<file path="config.mk">
export PLATFORM = sky130hd
export DESIGN_NAME = vx_result_gather_flat
export DESIGN_NICKNAME = d
export VERILOG_FILES = /design/src/rtl/VX_gpu_pkg.sv /design/src/rtl/VX_result_if.sv /design/src/rtl/vx_gather_buffer.sv /design/src/rtl/vx_result_gather.sv /design/src/flat_wrapper.sv
export SDC_FILE = /design/constraint.sdc
export NUM_CORES = 1
export LEC_CHECK = 0
export CORE_UTILIZATION = 55
export CTS_CLUSTER_SIZE = 30
export DETAILED_ROUTE_END_ITERATION = 8
export GPL_ROUTABILITY_DRIVEN = 0
export PLACE_DENSITY = 0.93
export SLEW_MARGIN = 20
export SYNTH_ARGS = -nofsm -noshare
export SYNTH_HDL_FRONTEND = slang
export SYNTH_HIERARCHICAL = 1
export SYNTH_SLANG_ARGS = --single-unit
</file>
<file path="constraint.sdc">
create_clock -name clk -period 4.1 [get_ports clk]
set_input_delay 0.82 -clock clk [delete_from_list [all_inputs] [get_ports clk]]
set_output_delay 0.82 -clock clk [all_outputs]
set_load 0.02 [all_outputs]
</file>
<file path="src/rtl/VX_gpu_pkg.sv">
// Shared types and sizing helpers for the result gather path.
// Default macro values let the slice compile stand-alone.
`ifndef NUM_THREADS
`define NUM_THREADS 4
`endif
`ifndef CLOG2
`define CLOG2(x) $clog2(x)
`endif
`ifndef UP
`define UP(x) (((x) > 0) ? (x) : 1)
`endif

package VX_gpu_pkg;

   localparam int XLEN       = 32;
   localparam int UUID_WIDTH = 16;
   localparam int NW_WIDTH   = 2;
   localparam int PC_WIDTH   = 32;
   localparam int NR_WIDTH   = 5;

   typedef enum logic [1:0] {
      GATHER_IDLE    = 2'd0,
      GATHER_COLLECT = 2'd1,
      GATHER_FULL    = 2'd2
   } gather_state_e;

   typedef struct packed {
      logic [UUID_WIDTH-1:0] uuid;
      logic [NW_WIDTH-1:0]   wid;
      logic [PC_WIDTH-1:0]   PC;
      logic                  wb;
      logic [NR_WIDTH-1:0]   rd;
   } gather_hdr_t;

   function automatic int calc_num_packets(input int num_threads, input int num_lanes);
      return num_threads / num_lanes;
   endfunction

   function automatic int calc_pid_width(input int num_packets);
      return `UP(`CLOG2(num_packets));
   endfunction

endpackage

</file>
<file path="src/rtl/VX_result_if.sv">
// Writeback result bus: one beat of NUM_LANES lanes tagged with a packet id.
interface VX_result_if
   import VX_gpu_pkg::*;
#(
   parameter int NUM_LANES = 1,
   parameter int PID_WIDTH = 1
) ();

   logic                                valid;
   logic                                ready;
   logic [UUID_WIDTH-1:0]               uuid;
   logic [NW_WIDTH-1:0]                 wid;
   logic [NUM_LANES-1:0]                tmask;
   logic [PC_WIDTH-1:0]                 PC;
   logic                                wb;
   logic [NR_WIDTH-1:0]                 rd;
   logic [NUM_LANES-1:0][XLEN-1:0]      data;
   logic [PID_WIDTH-1:0]                pid;
   logic                                sop;
   logic                                eop;

   modport master (
      output valid, uuid, wid, tmask, PC, wb, rd, data, pid, sop, eop,
      input  ready
   );

   modport slave (
      input  valid, uuid, wid, tmask, PC, wb, rd, data, pid, sop, eop,
      output ready
   );

endinterface

</file>
<file path="src/rtl/vx_gather_buffer.sv">
// Warp assembly register: header plus per-slot data/tmask with a bulk clear.
// Lanes written with tmask=0 store zero so the assembled output needs no masking.
module vx_gather_buffer
   import VX_gpu_pkg::*;
#(
   parameter int NUM_LANES   = 1,
   parameter int NUM_PACKETS = 1,
   parameter int PID_WIDTH   = 1,
   localparam int NUM_THREADS = NUM_LANES * NUM_PACKETS
) (
   input  logic                             clk,
   input  logic                             reset,
   input  logic                             clear,
   input  logic                             hdr_we,
   input  gather_hdr_t                      hdr_in,
   input  logic                             wr_en,
   input  logic [PID_WIDTH-1:0]             wr_pid,
   input  logic [NUM_LANES-1:0]             wr_tmask,
   input  logic [NUM_LANES-1:0][XLEN-1:0]   wr_data,
   output gather_hdr_t                      hdr_out,
   output logic [NUM_THREADS-1:0]           tmask_out,
   output logic [NUM_THREADS-1:0][XLEN-1:0] data_out
);

   gather_hdr_t                      hdr_r;
   logic [NUM_THREADS-1:0]           tmask_r;
   logic [NUM_THREADS-1:0][XLEN-1:0] data_r;
   logic [NUM_PACKETS-1:0]           slot_we;

   always_comb begin
      slot_we = '0;
      for (int p = 0; p < NUM_PACKETS; p++) begin
         slot_we[p] = wr_en && (wr_pid == PID_WIDTH'(p));
      end
   end

   // A slot write wins over the clear so a sop beat lands in a freshly cleared buffer.
   always_ff @(posedge clk) begin
      if (reset) begin
         hdr_r   <= '0;
         tmask_r <= '0;
         data_r  <= '0;
      end else begin
         if (hdr_we) begin
            hdr_r <= hdr_in;
         end
         for (int p = 0; p < NUM_PACKETS; p++) begin
            if (slot_we[p]) begin
               tmask_r[p*NUM_LANES +: NUM_LANES] <= wr_tmask;
               for (int l = 0; l < NUM_LANES; l++) begin
                  data_r[p*NUM_LANES + l] <= wr_tmask[l] ? wr_data[l] : '0;
               end
            end else if (clear) begin
               tmask_r[p*NUM_LANES +: NUM_LANES] <= '0;
               for (int l = 0; l < NUM_LANES; l++) begin
                  data_r[p*NUM_LANES + l] <= '0;
               end
            end
         end
      end
   end

   assign hdr_out   = hdr_r;
   assign tmask_out = tmask_r;
   assign data_out  = data_r;

endmodule

</file>
<file path="src/rtl/vx_result_gather.sv">
// Reassembles NUM_LANES-wide result beats into one NUM_THREADS-wide commit.
// Optional macro VX_GATHER_ORDER_CHECK_EN enables the sticky order_err monitor.
`ifndef NUM_THREADS
`define NUM_THREADS 4
`endif
`ifndef CLOG2
`define CLOG2(x) $clog2(x)
`endif
`ifndef UP
`define UP(x) (((x) > 0) ? (x) : 1)
`endif

// state   | meaning
// IDLE    | waiting for a sop beat; non-sop beats are dropped
// COLLECT | partial warp in buffer; sop restarts, eop completes
// FULL    | assembled warp presented on commit_if until accepted
module vx_result_gather
   import VX_gpu_pkg::*;
#(
   parameter     INSTANCE_ID = "",
   parameter int NUM_LANES   = 1,
   parameter int NUM_THREADS = `NUM_THREADS
) (
   input  logic          clk,
   input  logic          reset,
   VX_result_if.slave    result_if,
   VX_result_if.master   commit_if,
   output logic          order_err
);

   localparam int NUM_PACKETS = calc_num_packets(NUM_THREADS, NUM_LANES);
   localparam int PID_WIDTH   = `UP(`CLOG2(NUM_PACKETS));

   if ((NUM_THREADS % NUM_LANES) != 0) begin : g_bad_cfg
      $error("%s: NUM_THREADS must be a multiple of NUM_LANES", INSTANCE_ID);
   end

   gather_state_e state, state_n;
   logic          accept;
   logic          pid_ok;
   logic          start;
   logic          cont;
   gather_hdr_t   hdr_in;
   gather_hdr_t   hdr_out;

   assign accept = result_if.valid && result_if.ready;
   assign pid_ok = ({1'b0, result_if.pid} < (PID_WIDTH+1)'(NUM_PACKETS));
   assign start  = accept && result_if.sop && pid_ok;
   assign cont   = accept && !result_if.sop && pid_ok && (state == GATHER_COLLECT);

   always_ff @(posedge clk) begin
      if (reset) begin
         state <= GATHER_IDLE;
      end else begin
         state <= state_n;
      end
   end

   always_comb begin
      state_n = state;
      unique case (state)
         GATHER_IDLE, GATHER_COLLECT: begin
            if (start) begin
               state_n = result_if.eop ? GATHER_FULL : GATHER_COLLECT;
            end else if (cont && result_if.eop) begin
               state_n = GATHER_FULL;
            end
         end
         GATHER_FULL: begin
            if (commit_if.ready) begin
               state_n = GATHER_IDLE;
            end
         end
         default: state_n = GATHER_IDLE;
      endcase
   end

   always_comb begin
      result_if.ready = (state != GATHER_FULL);
      commit_if.valid = (state == GATHER_FULL);
   end

   always_comb begin
      hdr_in      = '0;
      hdr_in.uuid = result_if.uuid;
      hdr_in.wid  = result_if.wid;
      hdr_in.PC   = result_if.PC;
      hdr_in.wb   = result_if.wb;
      hdr_in.rd   = result_if.rd;
   end

   vx_gather_buffer #(
      .NUM_LANES   (NUM_LANES),
      .NUM_PACKETS (NUM_PACKETS),
      .PID_WIDTH   (PID_WIDTH)
   ) buffer (
      .clk       (clk),
      .reset     (reset),
      .clear     (start),
      .hdr_we    (start),
      .hdr_in    (hdr_in),
      .wr_en     (start || cont),
      .wr_pid    (result_if.pid),
      .wr_tmask  (result_if.tmask),
      .wr_data   (result_if.data),
      .hdr_out   (hdr_out),
      .tmask_out (commit_if.tmask),
      .data_out  (commit_if.data)
   );

   assign commit_if.uuid = hdr_out.uuid;
   assign commit_if.wid  = hdr_out.wid;
   assign commit_if.PC   = hdr_out.PC;
   assign commit_if.wb   = hdr_out.wb;
   assign commit_if.rd   = hdr_out.rd;
   assign commit_if.pid  = '0;
   assign commit_if.sop  = 1'b1;
   assign commit_if.eop  = 1'b1;

`ifdef VX_GATHER_ORDER_CHECK_EN
   logic [PID_WIDTH-1:0] last_pid;
   logic                 order_err_r;
   logic                 drop;
   logic                 abandon;
   logic                 skip;

   assign drop    = accept && (!pid_ok || ((state == GATHER_IDLE) && !result_if.sop));
   assign abandon = start && (state == GATHER_COLLECT);
   assign skip    = cont && ({1'b0, result_if.pid} != ({1'b0, last_pid} + (PID_WIDTH+1)'(1)));

   always_ff @(posedge clk) begin
      if (reset) begin
         last_pid    <= '0;
         order_err_r <= 1'b0;
      end else begin
         if (start || cont) begin
            last_pid <= result_if.pid;
         end
         if (drop || abandon || skip) begin
            order_err_r <= 1'b1;
         end
      end
   end

   assign order_err = order_err_r;
`else
   assign order_err = 1'b0;
`endif

endmodule

</file>
<file path="src/flat_wrapper.sv">
// flat-port wrapper written by rule: the top's interface ports become plain ports
module vx_result_gather_flat import VX_gpu_pkg::*;
#(
   parameter     INSTANCE_ID = "",
   parameter int NUM_LANES   = 1,
   parameter int NUM_THREADS = `NUM_THREADS
)
  (clk, reset, order_err, result_if_valid, result_if_uuid, result_if_wid, result_if_tmask, result_if_PC, result_if_wb, result_if_rd, result_if_data, result_if_pid, result_if_sop, result_if_eop, result_if_ready, commit_if_valid, commit_if_uuid, commit_if_wid, commit_if_tmask, commit_if_PC, commit_if_wb, commit_if_rd, commit_if_data, commit_if_pid, commit_if_sop, commit_if_eop, commit_if_ready);
  VX_result_if #(.NUM_LANES(NUM_LANES), .PID_WIDTH(2)) result_if_i ();
  VX_result_if #(.NUM_LANES(NUM_LANES), .PID_WIDTH(1)) commit_if_i ();
  input  logic clk;
  input  logic reset;
  output logic order_err;
  input wire logic [$bits(result_if_i.valid)-1:0] result_if_valid;
  input wire logic [$bits(result_if_i.uuid)-1:0] result_if_uuid;
  input wire logic [$bits(result_if_i.wid)-1:0] result_if_wid;
  input wire logic [$bits(result_if_i.tmask)-1:0] result_if_tmask;
  input wire logic [$bits(result_if_i.PC)-1:0] result_if_PC;
  input wire logic [$bits(result_if_i.wb)-1:0] result_if_wb;
  input wire logic [$bits(result_if_i.rd)-1:0] result_if_rd;
  input wire logic [$bits(result_if_i.data)-1:0] result_if_data;
  input wire logic [$bits(result_if_i.pid)-1:0] result_if_pid;
  input wire logic [$bits(result_if_i.sop)-1:0] result_if_sop;
  input wire logic [$bits(result_if_i.eop)-1:0] result_if_eop;
  output wire logic [$bits(result_if_i.ready)-1:0] result_if_ready;
  output wire logic [$bits(commit_if_i.valid)-1:0] commit_if_valid;
  output wire logic [$bits(commit_if_i.uuid)-1:0] commit_if_uuid;
  output wire logic [$bits(commit_if_i.wid)-1:0] commit_if_wid;
  output wire logic [$bits(commit_if_i.tmask)-1:0] commit_if_tmask;
  output wire logic [$bits(commit_if_i.PC)-1:0] commit_if_PC;
  output wire logic [$bits(commit_if_i.wb)-1:0] commit_if_wb;
  output wire logic [$bits(commit_if_i.rd)-1:0] commit_if_rd;
  output wire logic [$bits(commit_if_i.data)-1:0] commit_if_data;
  output wire logic [$bits(commit_if_i.pid)-1:0] commit_if_pid;
  output wire logic [$bits(commit_if_i.sop)-1:0] commit_if_sop;
  output wire logic [$bits(commit_if_i.eop)-1:0] commit_if_eop;
  input wire logic [$bits(commit_if_i.ready)-1:0] commit_if_ready;
  assign result_if_i.valid = result_if_valid;
  assign result_if_i.uuid = result_if_uuid;
  assign result_if_i.wid = result_if_wid;
  assign result_if_i.tmask = result_if_tmask;
  assign result_if_i.PC = result_if_PC;
  assign result_if_i.wb = result_if_wb;
  assign result_if_i.rd = result_if_rd;
  assign result_if_i.data = result_if_data;
  assign result_if_i.pid = result_if_pid;
  assign result_if_i.sop = result_if_sop;
  assign result_if_i.eop = result_if_eop;
  assign result_if_ready = result_if_i.ready;
  assign commit_if_valid = commit_if_i.valid;
  assign commit_if_uuid = commit_if_i.uuid;
  assign commit_if_wid = commit_if_i.wid;
  assign commit_if_tmask = commit_if_i.tmask;
  assign commit_if_PC = commit_if_i.PC;
  assign commit_if_wb = commit_if_i.wb;
  assign commit_if_rd = commit_if_i.rd;
  assign commit_if_data = commit_if_i.data;
  assign commit_if_pid = commit_if_i.pid;
  assign commit_if_sop = commit_if_i.sop;
  assign commit_if_eop = commit_if_i.eop;
  assign commit_if_i.ready = commit_if_ready;
  vx_result_gather #(.INSTANCE_ID(INSTANCE_ID), .NUM_LANES(NUM_LANES), .NUM_THREADS(NUM_THREADS)) u_core (.clk(clk), .reset(reset), .result_if(result_if_i), .commit_if(commit_if_i), .order_err(order_err));
endmodule
</file>
==> metrics list <==
- Status: finished, violations left
* Violated checks: design-rule violations
- STA puts the critical path data arrival time at ~2.7 ns.
- Min-delay worst type: flop to flop
- Fraction of layout cells with a size suffix above 1: 0.07048
- Once the clock tree was built, the resizer swapped 0 gates to a different size.
- Clock tree synthesis inserted a total of 9 buffers.
- Top-level port count: approximately 190
* Initial antenna violation count: 0
- The worst setup path is captured at a flop.
- Between clock sinks in the finished design, the worst skew comes to around 0.012 ns.
* Area overhead of the layout relative to synthesis: 52.23%
- The signal on the critical path passes through clkdlybuf4s50_1 > and3_4 > buf_12 > mux2i_1 > nor2_1.
- Setup violations remaining at the end of the flow were counted as 0.
- Once layout is done, the placed cells without fillers occupy 5754 um2.
- The die covers between 7000 and 8000 um2.
- Worst Min Path Start: u_core/buffer/hdr_out[14]
- The critical path is of the input port to flop type.
* Detailed placement HPWL: about 7.0 mm
- Transition time at the pin with the least slew margin: roughly 0.66 ns
- GRT Overall Usage: 0.2814
- Buffers inserted during post-CTS setup optimization: 0
* Worst endpoint required time: between 4 and 5 ns
- After detailed routing, the met3 layer carries 722 um of wire.
- Dividing the final minimum period by the clock period gives 0.6003.
- Minimum clock period: roughly 2.5 ns
- Highest ir drop seen on vdd: about 220 uV
- The cell count after synthesis came out at roughly 360.
- Horizontal die dimension: ~85 um
* DRC marker count from the first detailed-route iteration: 165
* Dpl cell area: between 5000 and 6000 um2
- CP Max Fanout: 54
* Launch point of the worst reg-to-reg path: u_core/state[0]
* Uppermost signal routing layer after detailed routing: met4
- The clock passes through at most 2 buffers.
* First-pass GRT wire length: 15.69 mm
- Accumulated negative setup slack: 0 ns
- Count of buffers from port buffering: approximately 190
- Detail Route met2 WL: 5.162 mm
- Clock tree root buffer cell: sky130_fd_sc_hd__clkbuf_8
* Die span in y: 84.90 um
* Count of inserted antenna diode cells: 0
- CP Launch Point: result_if_valid
- Gr ovfl total: 0
- Standby leakage power: 2.288 nW
* Max stage delay cell, worst path: sky130_fd_sc_hd__and3_4
- Max cap viols: 0
* Final worst hold slack: 0.4966 ns
- For this run, the slowest stage of the critical path takes 0.65 ns.
- The number of global-route vias before repair is between 3,000 and 4,000.
* Detailed-route wire length on metal 1: between 3 and 4 mm
* Crit path launch type: input port
- TritonCTS built the clock tree.
- The synthesized netlist occupies a cell area of 3780 um2.
* Maximum level of the CTS H-tree: 3
* Hold_buf cts: 0
* Routed via count: ~3,200
- Clock slew seen by the registers of the worst setup and hold paths: roughly 0.090 ns
* Final worst setup slack: ~1.6 ns
- Fin. Hold Viols: 0
- The floorplan has 29 rows.
- Maximum number of pins on one net before global-route repair: between 80 and 90
- Number of detailed-route iterations in the first pass: 9
- The Yosys step of the flow raised 6 warnings.
* Count of nets after finishing: around 620
- The floorplan step defined a core boundary enclosing between 6000 and 7000 um2.
- Maximum clock rate: 0.4063 GHz
- Total Wirelength: about 10 mm
* Final max-slew violation count: 0
* Mean cell area of the mapped netlist: around 11 um2
- For this configuration, the core starts out at a cell density of 0.5820.
- Post-DRT Antenna Nets: 0
* Clock Sinks: 91
- Dividing the detail-routed via count by the number of cells gives 5.252.
- DR DRC count: 15
* Worst slack, placed: around 1.3 ns
* Remaining max-slew budget at the tightest pin: 0.5628
* RSZ-0062 raised after global routing: false
- The later pin in the worst-skew pair is clocked with a latency of roughly 0.35 ns.
* Average wire per standard cell: 16.68 um
- Dividing total power by cell area gives a power density of 322.9 nW/um2.
sequential cells by signal, indices dropped and copies added, names as in the netlist:
| register | cells |
|---|---|
| u_core/buffer/hdr_out | 56 |
| u_core/buffer/tmask_out | 1 |
| u_core/buffer/data_out | 32 |
| u_core/state | 2 |
report_power, final:
group | switching (mW) | total [mW] | internal (mW) | leakage, nW
combinational | 0.144 | 0.330 | 0.186 | 1.46
sequential | 0.0166 | 0.933 | 0.916 | 0.741
clock | 0.313 | 0.596 | 0.282 | 0.0927
total | 0.474 | 1.86 | 1.38 | 2.29
layout make-up:
cell class	instances	area, um2
Inverter	2	7.507
Clock buffer	10	127.6
Tap cell	77	96.34
Fill cell	320	740.7
Multi-Input combinational cell	225	1730
Sequential cell	91	1822
Timing Repair Buffer	191	1907
Clock inverter	6	63.81
layer usage:
layer,vias up,GRT usage
li1,1533,-
met1,1480,0.3128
met2,126,0.4959
met3,23,0.07490
met4,0,0.1448
met5,-,0
worst paths after layout:
path | slack (ns) | depth (start not counted) | to
worst max-delay path | 1.64 | 5 | u_core/buffer/hdr_out[8]
worst min-delay path | 0.50 | 2 | u_core/buffer/hdr_out[14]
worst max register to register | 2.05 | 5 | u_core/buffer/hdr_out[8]
worst min register to register | 0.50 | 2 | u_core/buffer/hdr_out[14]
critical path: cells and delay by family:
kind                   cells  cell delay, ns
AND/OR/NAND/NOR            2            0.71
buffers and inverters      2            0.86
multiplexers               1            0.26
cell usage in the layout, fill, tap and decap left out, drive strengths merged, types with 3 or more instances in the layout:
cell	instances
nand3b	32
inv	3
or3b	34
buf	6
conb	4
nor2	57
dfxtp	91
clkdlybuf4s50	185
mux2i	89
clkbuf	10
metrics by stage:
step,cells,util,power (mW)
global route,602,0.8860,1.935
finish,602,0.8860,1.858
global placement,586,0.8569,1.275
floorplan,358,-,1.113
detailed placement,586,0.8561,1.282
CTS,602,0.8856,1.866
(Power assumes the default switching activity.)
